<file path="src/rtl/cpu_memory_sb.sv">
// cpu_memory_sb: pipeline memory stage with a posted-store FIFO and
// byte-masked bus writes (no read-modify-write).
// Ports: i_clock, i_reset_n (async, active low);
//   bus side: o_bus_rw/request/flush/address/wdata/wmask, i_bus_ready, i_bus_rdata;
//   execute side: i_tag, i_inst_rd, i_rd, i_mem_read/write/flush/width/signed/address;
//   writeback side: o_tag, o_inst_rd, o_rd; status: o_stall, o_sb_count;
//   o_fault/o_fault_address (misalignment trap).
// Build option: define CPU_MEMORY_MISALIGN_TRAP_EN to trap misaligned
// accesses; otherwise they are aligned down and the fault outputs are tied 0.
module cpu_memory_sb #(
   parameter int ADDR_WIDTH = 32,
   parameter int DATA_WIDTH = 32,
   parameter int SB_DEPTH   = 4,
   parameter int TAG_WIDTH  = 4
) (
   input  logic                           i_clock,
   input  logic                           i_reset_n,
   output logic                           o_bus_rw,
   output logic                           o_bus_request,
   output logic                           o_bus_flush,
   input  logic                           i_bus_ready,
   output logic [ADDR_WIDTH-1:0]          o_bus_address,
   input  logic [DATA_WIDTH-1:0]          i_bus_rdata,
   output logic [DATA_WIDTH-1:0]          o_bus_wdata,
   output logic [DATA_WIDTH/8-1:0]        o_bus_wmask,
   input  logic [TAG_WIDTH-1:0]           i_tag,
   input  logic [4:0]                     i_inst_rd,
   input  logic [DATA_WIDTH-1:0]          i_rd,
   input  logic                           i_mem_read,
   input  logic                           i_mem_write,
   input  logic                           i_mem_flush,
   input  logic [3:0]                     i_mem_width,
   input  logic                           i_mem_signed,
   input  logic [ADDR_WIDTH-1:0]          i_mem_address,
   output logic [TAG_WIDTH-1:0]           o_tag,
   output logic [4:0]                     o_inst_rd,
   output logic [DATA_WIDTH-1:0]          o_rd,
   output logic                           o_stall,
   output logic [$clog2(SB_DEPTH):0]      o_sb_count,
   output logic                           o_fault,
   output logic [ADDR_WIDTH-1:0]          o_fault_address
);

   localparam int NB = DATA_WIDTH / 8;
   localparam int LW = $clog2(NB);
   localparam int PW = $clog2(SB_DEPTH);
   localparam int CW = PW + 1;

   localparam logic [1:0] S_IDLE  = 2'd0;
   localparam logic [1:0] S_READ  = 2'd1;
   localparam logic [1:0] S_FLUSH = 2'd2;

   localparam logic [0:0] W_IDLE = 1'b0;
   localparam logic [0:0] W_BUSY = 1'b1;

   logic [1:0]            state;
   logic [0:0]            wstate;
   logic [PW-1:0]         wr_ptr;
   logic [PW-1:0]         rd_ptr;

   logic [ADDR_WIDTH-1:0] sb_addr [SB_DEPTH];
   logic [DATA_WIDTH-1:0] sb_data [SB_DEPTH];
   logic [NB-1:0]         sb_mask [SB_DEPTH];

   logic                  new_op;
   logic                  fault;
   logic                  retire;
   logic                  push;
   logic                  pop;
   logic                  start_rd;
   logic                  start_fl;
   logic                  drain_go;
   logic                  sb_full;
   logic                  sb_empty;
   logic [3:0]            width_m1;
   logic [ADDR_WIDTH-1:0] eff_addr;
   logic [ADDR_WIDTH-1:0] bus_addr;
   logic [LW-1:0]         lane;
   logic [NB-1:0]         st_mask;
   logic [DATA_WIDTH-1:0] st_data;
   logic [DATA_WIDTH-1:0] rsh;
   logic [DATA_WIDTH-1:0] keep;
   logic [DATA_WIDTH-1:0] ld_data;
   logic                  sbit;

   assign new_op   = (i_tag != o_tag);
   assign width_m1 = i_mem_width - 4'd1;

   // Align down to the access width, then to the bus word.
   assign eff_addr = i_mem_address & ~ADDR_WIDTH'(width_m1);
   assign bus_addr = eff_addr & ~ADDR_WIDTH'(NB - 1);
   assign lane     = eff_addr[LW-1:0];

   // Wider-than-bus widths saturate to a full-word mask.
   assign st_mask = NB'((16'd1 << i_mem_width) - 16'd1) << lane;
   assign st_data = i_rd << {lane, 3'b000};

   assign rsh = i_bus_rdata >> {lane, 3'b000};

   always_comb begin
      keep = '1;
      sbit = 1'b0;
      unique case (1'b1)
         (i_mem_width == 4'd1): begin
            keep = DATA_WIDTH'(8'hFF);
            sbit = rsh[7];
         end
         (i_mem_width == 4'd2): begin
            keep = DATA_WIDTH'(16'hFFFF);
            sbit = rsh[15];
         end
         (i_mem_width == 4'd4): begin
            keep = DATA_WIDTH'(32'hFFFF_FFFF);
            sbit = rsh[31];
         end
         default: ;
      endcase
      ld_data = (rsh & keep)
              | ({DATA_WIDTH{i_mem_signed & sbit}} & ~keep);
   end

   assign sb_full  = (o_sb_count == CW'(SB_DEPTH));
   assign sb_empty = (o_sb_count == '0) && (wstate == W_IDLE);
   assign pop      = (wstate == W_BUSY) && i_bus_ready;
   assign drain_go = (wstate == W_IDLE) && (o_sb_count != '0)
                   && (state == S_IDLE);

   always_comb begin
      retire   = 1'b0;
      push     = 1'b0;
      start_rd = 1'b0;
      start_fl = 1'b0;
      if (new_op) begin
         if (state == S_IDLE) begin
            unique case (1'b1)
               fault: retire = 1'b1;
               i_mem_write: begin
                  // Full means "wait", even if a pop lands this cycle.
                  push   = !sb_full;
                  retire = !sb_full;
               end
               i_mem_read:  start_rd = sb_empty;
               i_mem_flush: start_fl = sb_empty;
               default:     retire   = 1'b1;
            endcase
         end else begin
            retire = i_bus_ready;
         end
      end
   end

   assign o_stall = new_op && !retire;

   always_ff @(posedge i_clock or negedge i_reset_n) begin
      if (!i_reset_n) begin
         state         <= S_IDLE;
         wstate        <= W_IDLE;
         wr_ptr        <= '0;
         rd_ptr        <= '0;
         o_sb_count    <= '0;
         o_tag         <= '0;
         o_inst_rd     <= '0;
         o_rd          <= '0;
         o_bus_request <= 1'b0;
         o_bus_rw      <= 1'b0;
         o_bus_flush   <= 1'b0;
         o_bus_address <= '0;
         o_bus_wdata   <= '0;
         o_bus_wmask   <= '0;
      end else begin
         if (retire) begin
            o_tag <= i_tag;
            if (fault) begin
               o_inst_rd <= '0;
               o_rd      <= '0;
            end else begin
               o_inst_rd <= i_inst_rd;
               o_rd      <= (state == S_READ) ? ld_data : i_rd;
            end
         end

         unique case (state)
            S_IDLE: begin
               if (start_rd)
                  state <= S_READ;
               else if (start_fl)
                  state <= S_FLUSH;
            end
            default: begin
               if (i_bus_ready)
                  state <= S_IDLE;
            end
         endcase

         if (drain_go)
            wstate <= W_BUSY;
         else if (pop)
            wstate <= W_IDLE;

         if (push)
            wr_ptr <= wr_ptr + PW'(1);
         if (pop)
            rd_ptr <= rd_ptr + PW'(1);
         o_sb_count <= o_sb_count + CW'(push) - CW'(pop);

         // Single registered requester; the head entry stays in the
         // buffer until its write completes.
         if (drain_go) begin
            o_bus_request <= 1'b1;
            o_bus_rw      <= 1'b1;
            o_bus_flush   <= 1'b0;
            o_bus_address <= sb_addr[rd_ptr];
            o_bus_wdata   <= sb_data[rd_ptr];
            o_bus_wmask   <= sb_mask[rd_ptr];
         end else if (start_rd || start_fl) begin
            o_bus_request <= 1'b1;
            o_bus_rw      <= 1'b0;
            o_bus_flush   <= start_fl;
            o_bus_address <= bus_addr;
            o_bus_wmask   <= '0;
         end else if (o_bus_request && i_bus_ready) begin
            o_bus_request <= 1'b0;
            o_bus_flush   <= 1'b0;
         end
      end
   end

   always_ff @(posedge i_clock) begin
      if (push) begin
         sb_addr[wr_ptr] <= bus_addr;
         sb_data[wr_ptr] <= st_data;
         sb_mask[wr_ptr] <= st_mask;
      end
   end

`ifdef CPU_MEMORY_MISALIGN_TRAP_EN
   logic misaligned;

   assign misaligned =
      ((i_mem_address & ADDR_WIDTH'(width_m1)) != '0)
      || ((DATA_WIDTH == 32) && (i_mem_width == 4'd8));

   assign fault = new_op && (state == S_IDLE) && misaligned
                && (i_mem_read || i_mem_write || i_mem_flush);

   always_ff @(posedge i_clock or negedge i_reset_n) begin
      if (!i_reset_n) begin
         o_fault         <= 1'b0;
         o_fault_address <= '0;
      end else begin
         o_fault <= fault;
         if (fault)
            o_fault_address <= i_mem_address;
      end
   end
`else
   assign fault           = 1'b0;
   assign o_fault         = 1'b0;
   assign o_fault_address = '0;
`endif

endmodule

</file>
<file path="config.mk">
export PLATFORM = sky130hd
export DESIGN_NAME = cpu_memory_sb
export DESIGN_NICKNAME = d
export VERILOG_FILES = /design/src/rtl/cpu_memory_sb.sv
export SDC_FILE = /design/constraint.sdc
export NUM_CORES = 1
export LEC_CHECK = 0
export ABC_AREA = 1
export CORE_UTILIZATION = 70
export CTS_BUF_LIST = sky130_fd_sc_hd__clkbuf_4
export CTS_CLUSTER_SIZE = 8
export DETAILED_ROUTE_END_ITERATION = 8
export DONT_BUFFER_PORTS = 1
export GPL_TIMING_DRIVEN = 1
export PLACE_DENSITY_LB_ADDON = 0.05
export SLEW_MARGIN = 10
export SYNTH_ARGS = -nofsm -noshare
export SYNTH_HDL_FRONTEND = slang
export SYNTH_SLANG_ARGS = --single-unit
</file>
<file path="constraint.sdc">
create_clock -name i_clock -period 13.2 [get_ports i_clock]
set_input_delay 2.64 -clock i_clock [delete_from_list [all_inputs] [get_ports i_clock]]
set_output_delay 2.64 -clock i_clock [all_outputs]
set_load 0.05 [all_outputs]
</file>
==> results.py <==
metrics = {
    "critical_path": {
        "path_max_fanout": 2,
        "critPathLaunchType": "input pin",
        "cp-end-kind": "output pin",
        "worstPathArrival_ps": 3770,
        "path_class": "input pin to output pin",
        "required_ps": 10560,
        "rr_worst_depth": 8,
    },
    "drt": {
        "drcViolationCount": 0,
        "dr.pass1.iters": 5,
        "drt.antenna.violating_nets": 0,
        "wirelength_mm": 39.67,
        "num_vias": 12230,
        "viasPerCell": 5.804,
        "wire_per_inst_um": 18.83,
        "drtIter0Drc": 1010,
    },
    "pwr": {
        "irDropWorstVdd_v": 0.0002194,
        "p_leak_nw": 7.535,
        "p_per_area_nw_per_um2": 269.5,
        "finalPower_mw": 4.907,
    },
    "sta": {
        "max_freq_mhz": 156.0,
        "max_slew_margin": 0.2203,
        "layout_min_cycle_time_ps": 6409,
        "rsz0062_at_grt": "no",
        "final.setup.worst_slack_ps": 6791,
        "clock_skew_ps": 41.21,
        "fin_crit_sh": 0.4855,
        "hold_viol": 0,
        "setup_tns_ps": 0,
        "setup_viol": 0,
        "tightest_slew_ps": 1164,
        "drv_slew": 0,
    },
    "cts": {
        "postCtsSetupBuffers": 0,
        "numCtsBuffers": 93,
        "postCtsResizedCells": 0,
        "clk_latency_ps": 700,
        "cts.clk_slew.worst_paths_ps": 70,
        "clock_sinks": 384,
        "clockBufferDepth": 3,
        "cts_hold_buf": 0,
        "cts_tree": "built",
        "htreeDepth": 3,
        "cts_root_buffer": "clkbuf_4",
    },
    "finish": {
        "layout.cells.non_filler": 2107,
        "most-common-layout-cells": "nand2_1 (483), edfxtp_1 (264), nor2_1 (190)",
        "drive_gt1_frac": 0.1158,
        "final_core_util": 0.7689,
        "fin_nets": 1835,
        "final_common_cell": "nand2_1",
        "area_growth_syn_to_layout_pct": 7.078,
    },
    "synth": {
        "netlist_instances": 1704,
        "ys_warn_count": 0,
        "synth.distinct_cells": 37,
        "synthFlopType": "edfxtp_1",
        "synth_seq_cells": 384,
        "syn_area_sq_um": 17010,
        "async_flop_share": 0.3125,
        "synth_edf_count": 264,
        "avgSynthCellArea_sq_um": 9.979,
        "synth_seq_area_share": 0.6428,
    },
    "placed_design": {
        "portBuffers": 0,
        "gp_congestion": 0.9966,
        "place_inst": 1932,
        "place_ws_ps": 6790,
        "dp_hpwl_mm": 23.90,
    },
    "floorplan": {
        "io_pins": 265,
        "die_area_sq_um": 24920,
        "num_rows": 56,
        "core_area_sq_um": 23680,
        "die_x_um": 157.9,
        "start_util": 0.7180,
        "die_h_um": 157.9,
    },
    "outcome": {
        "outcome": "completed",
    },
    "min_path": {
        "whs_path_depth": 1,
        "hold_class": "flip-flop to flip-flop",
    },
    "global_routing": {
        "grt_max_degree": 121,
        "grt_pass1_wl_mm": 60.29,
        "grtUsageTotal": 0.3225,
        "grt_pass1_vias": 11640,
        "antenna_found_initial": 1,
        "grt_overflow_total": 0,
    },
    "job": {
        "cap_viol_max_count": 0,
    },
}
[routing by layer]
layer,vias up,share of wire,track usage
met5,-,0,0
li1,5776,-,-
met3,79,0.10,0.08486
met1,5764,0.38,0.3981
met2,609,0.49,0.5400
met4,0,0.032,0.1359
[synth_stat cells (4+ instances only)]
library cell | count | area share
a21oi_1 | 45 | 0.013
a31oi_1 | 4 | 0.0015
buf_2 | 44 | 0.013
buf_4 | 45 | 0.020
clkbuf_1 | 45 | 0.0099
dfrtp_1 | 120 | 0.18
edfxtp_1 | 264 | 0.47
ha_1 | 10 | 0.0074
inv_1 | 60 | 0.013
inv_2 | 9 | 0.0020
nand2_1 | 484 | 0.11
nand3_1 | 64 | 0.019
nor2_1 | 194 | 0.043
nor2_2 | 5 | 0.0018
nor3_1 | 8 | 0.0024
o211ai_1 | 22 | 0.0097
o21ai_0 | 177 | 0.052
o21ai_1 | 12 | 0.0035
o22ai_1 | 61 | 0.022
xnor2_1 | 4 | 0.0021
xor2_1 | 5 | 0.0026
[stage by stage]
step,hold WS (ps),instance area [sq um]
after floorplan,493.6,17130
after global placement,519.1,16920
after global routing,581.1,18210
after detailed placement,559.7,16920
after CTS,569.1,18210
final,566.5,18210
[state kept, by name, summed over array words and instances, names as in the netlist, 3 cells and up]
| register | flops |
|---|---|
| sb_data | 128 |
| sb_addr | 120 |
| o_bus_wdata | 32 |
| o_rd | 32 |
| o_bus_address | 30 |
| sb_mask | 16 |
| o_inst_rd | 5 |
| o_bus_wmask | 4 |
| o_tag | 4 |
| o_sb_count | 3 |
[power by group]
| group | internal [mW] | switching [mW] | leakage [nW] | total [mW] |
|---|---|---|---|---|
| registers | 1.68 | 0.799 | 3.88 | 2.48 |
| logic | 0.395 | 1.02 | 2.89 | 1.41 |
| clock network | 0.559 | 0.456 | 0.763 | 1.02 |
| total | 2.63 | 2.27 | 7.53 | 4.91 |
[logic make-up (layout without fill, tap and decap cells)]
| family | after synthesis | in the layout | synth area share |
|---|---|---|---|
| and+or+nand+nor | 767 | 767 | 0.1792 |
| DFF | 384 | 384 | 0.6428 |
| AOI/OAI and AO/OA | 325 | 325 | 0.1048 |
| buffers and inverters | 207 | 256 | 0.05975 |
| adders and majority gates | 11 | 11 | 0.008535 |
| xor gates and xnor gates | 9 | 9 | 0.004635 |
| other | 1 | 36 | 0.0002205 |
[final timing paths]
kind                              from           endpoint  slack [ps]
max                        i_mem_flush            o_stall        6790
min                          wr_ptr[0]          wr_ptr[0]         570
max reg2reg                   o_tag[0]      sb_mask[2][2]        9840
min reg2reg                  wr_ptr[0]          wr_ptr[0]         570
max in group asynchronous    i_reset_n  o_bus_address[24]       11360
min in group asynchronous    i_reset_n           o_rd[20]        1640
[critical path: stages]
cell and delay, ps:
inv_1 20, a21oi_1 160, a21oi_2 90, a31oi_1 850
[cell type report]
type,count,area (sq um)
Sequential cell,384,10940
Fill cell,1664,5474
Multi-Input combinational cell,1147,5224
Clock buffer,151,1134
Tap cell,319,399.1
Inverter,69,261.5
Clock inverter,23,155.1
Timing Repair Buffer,13,97.59
Antenna cell,1,2.502
Power figures use the tool's default switching activity.
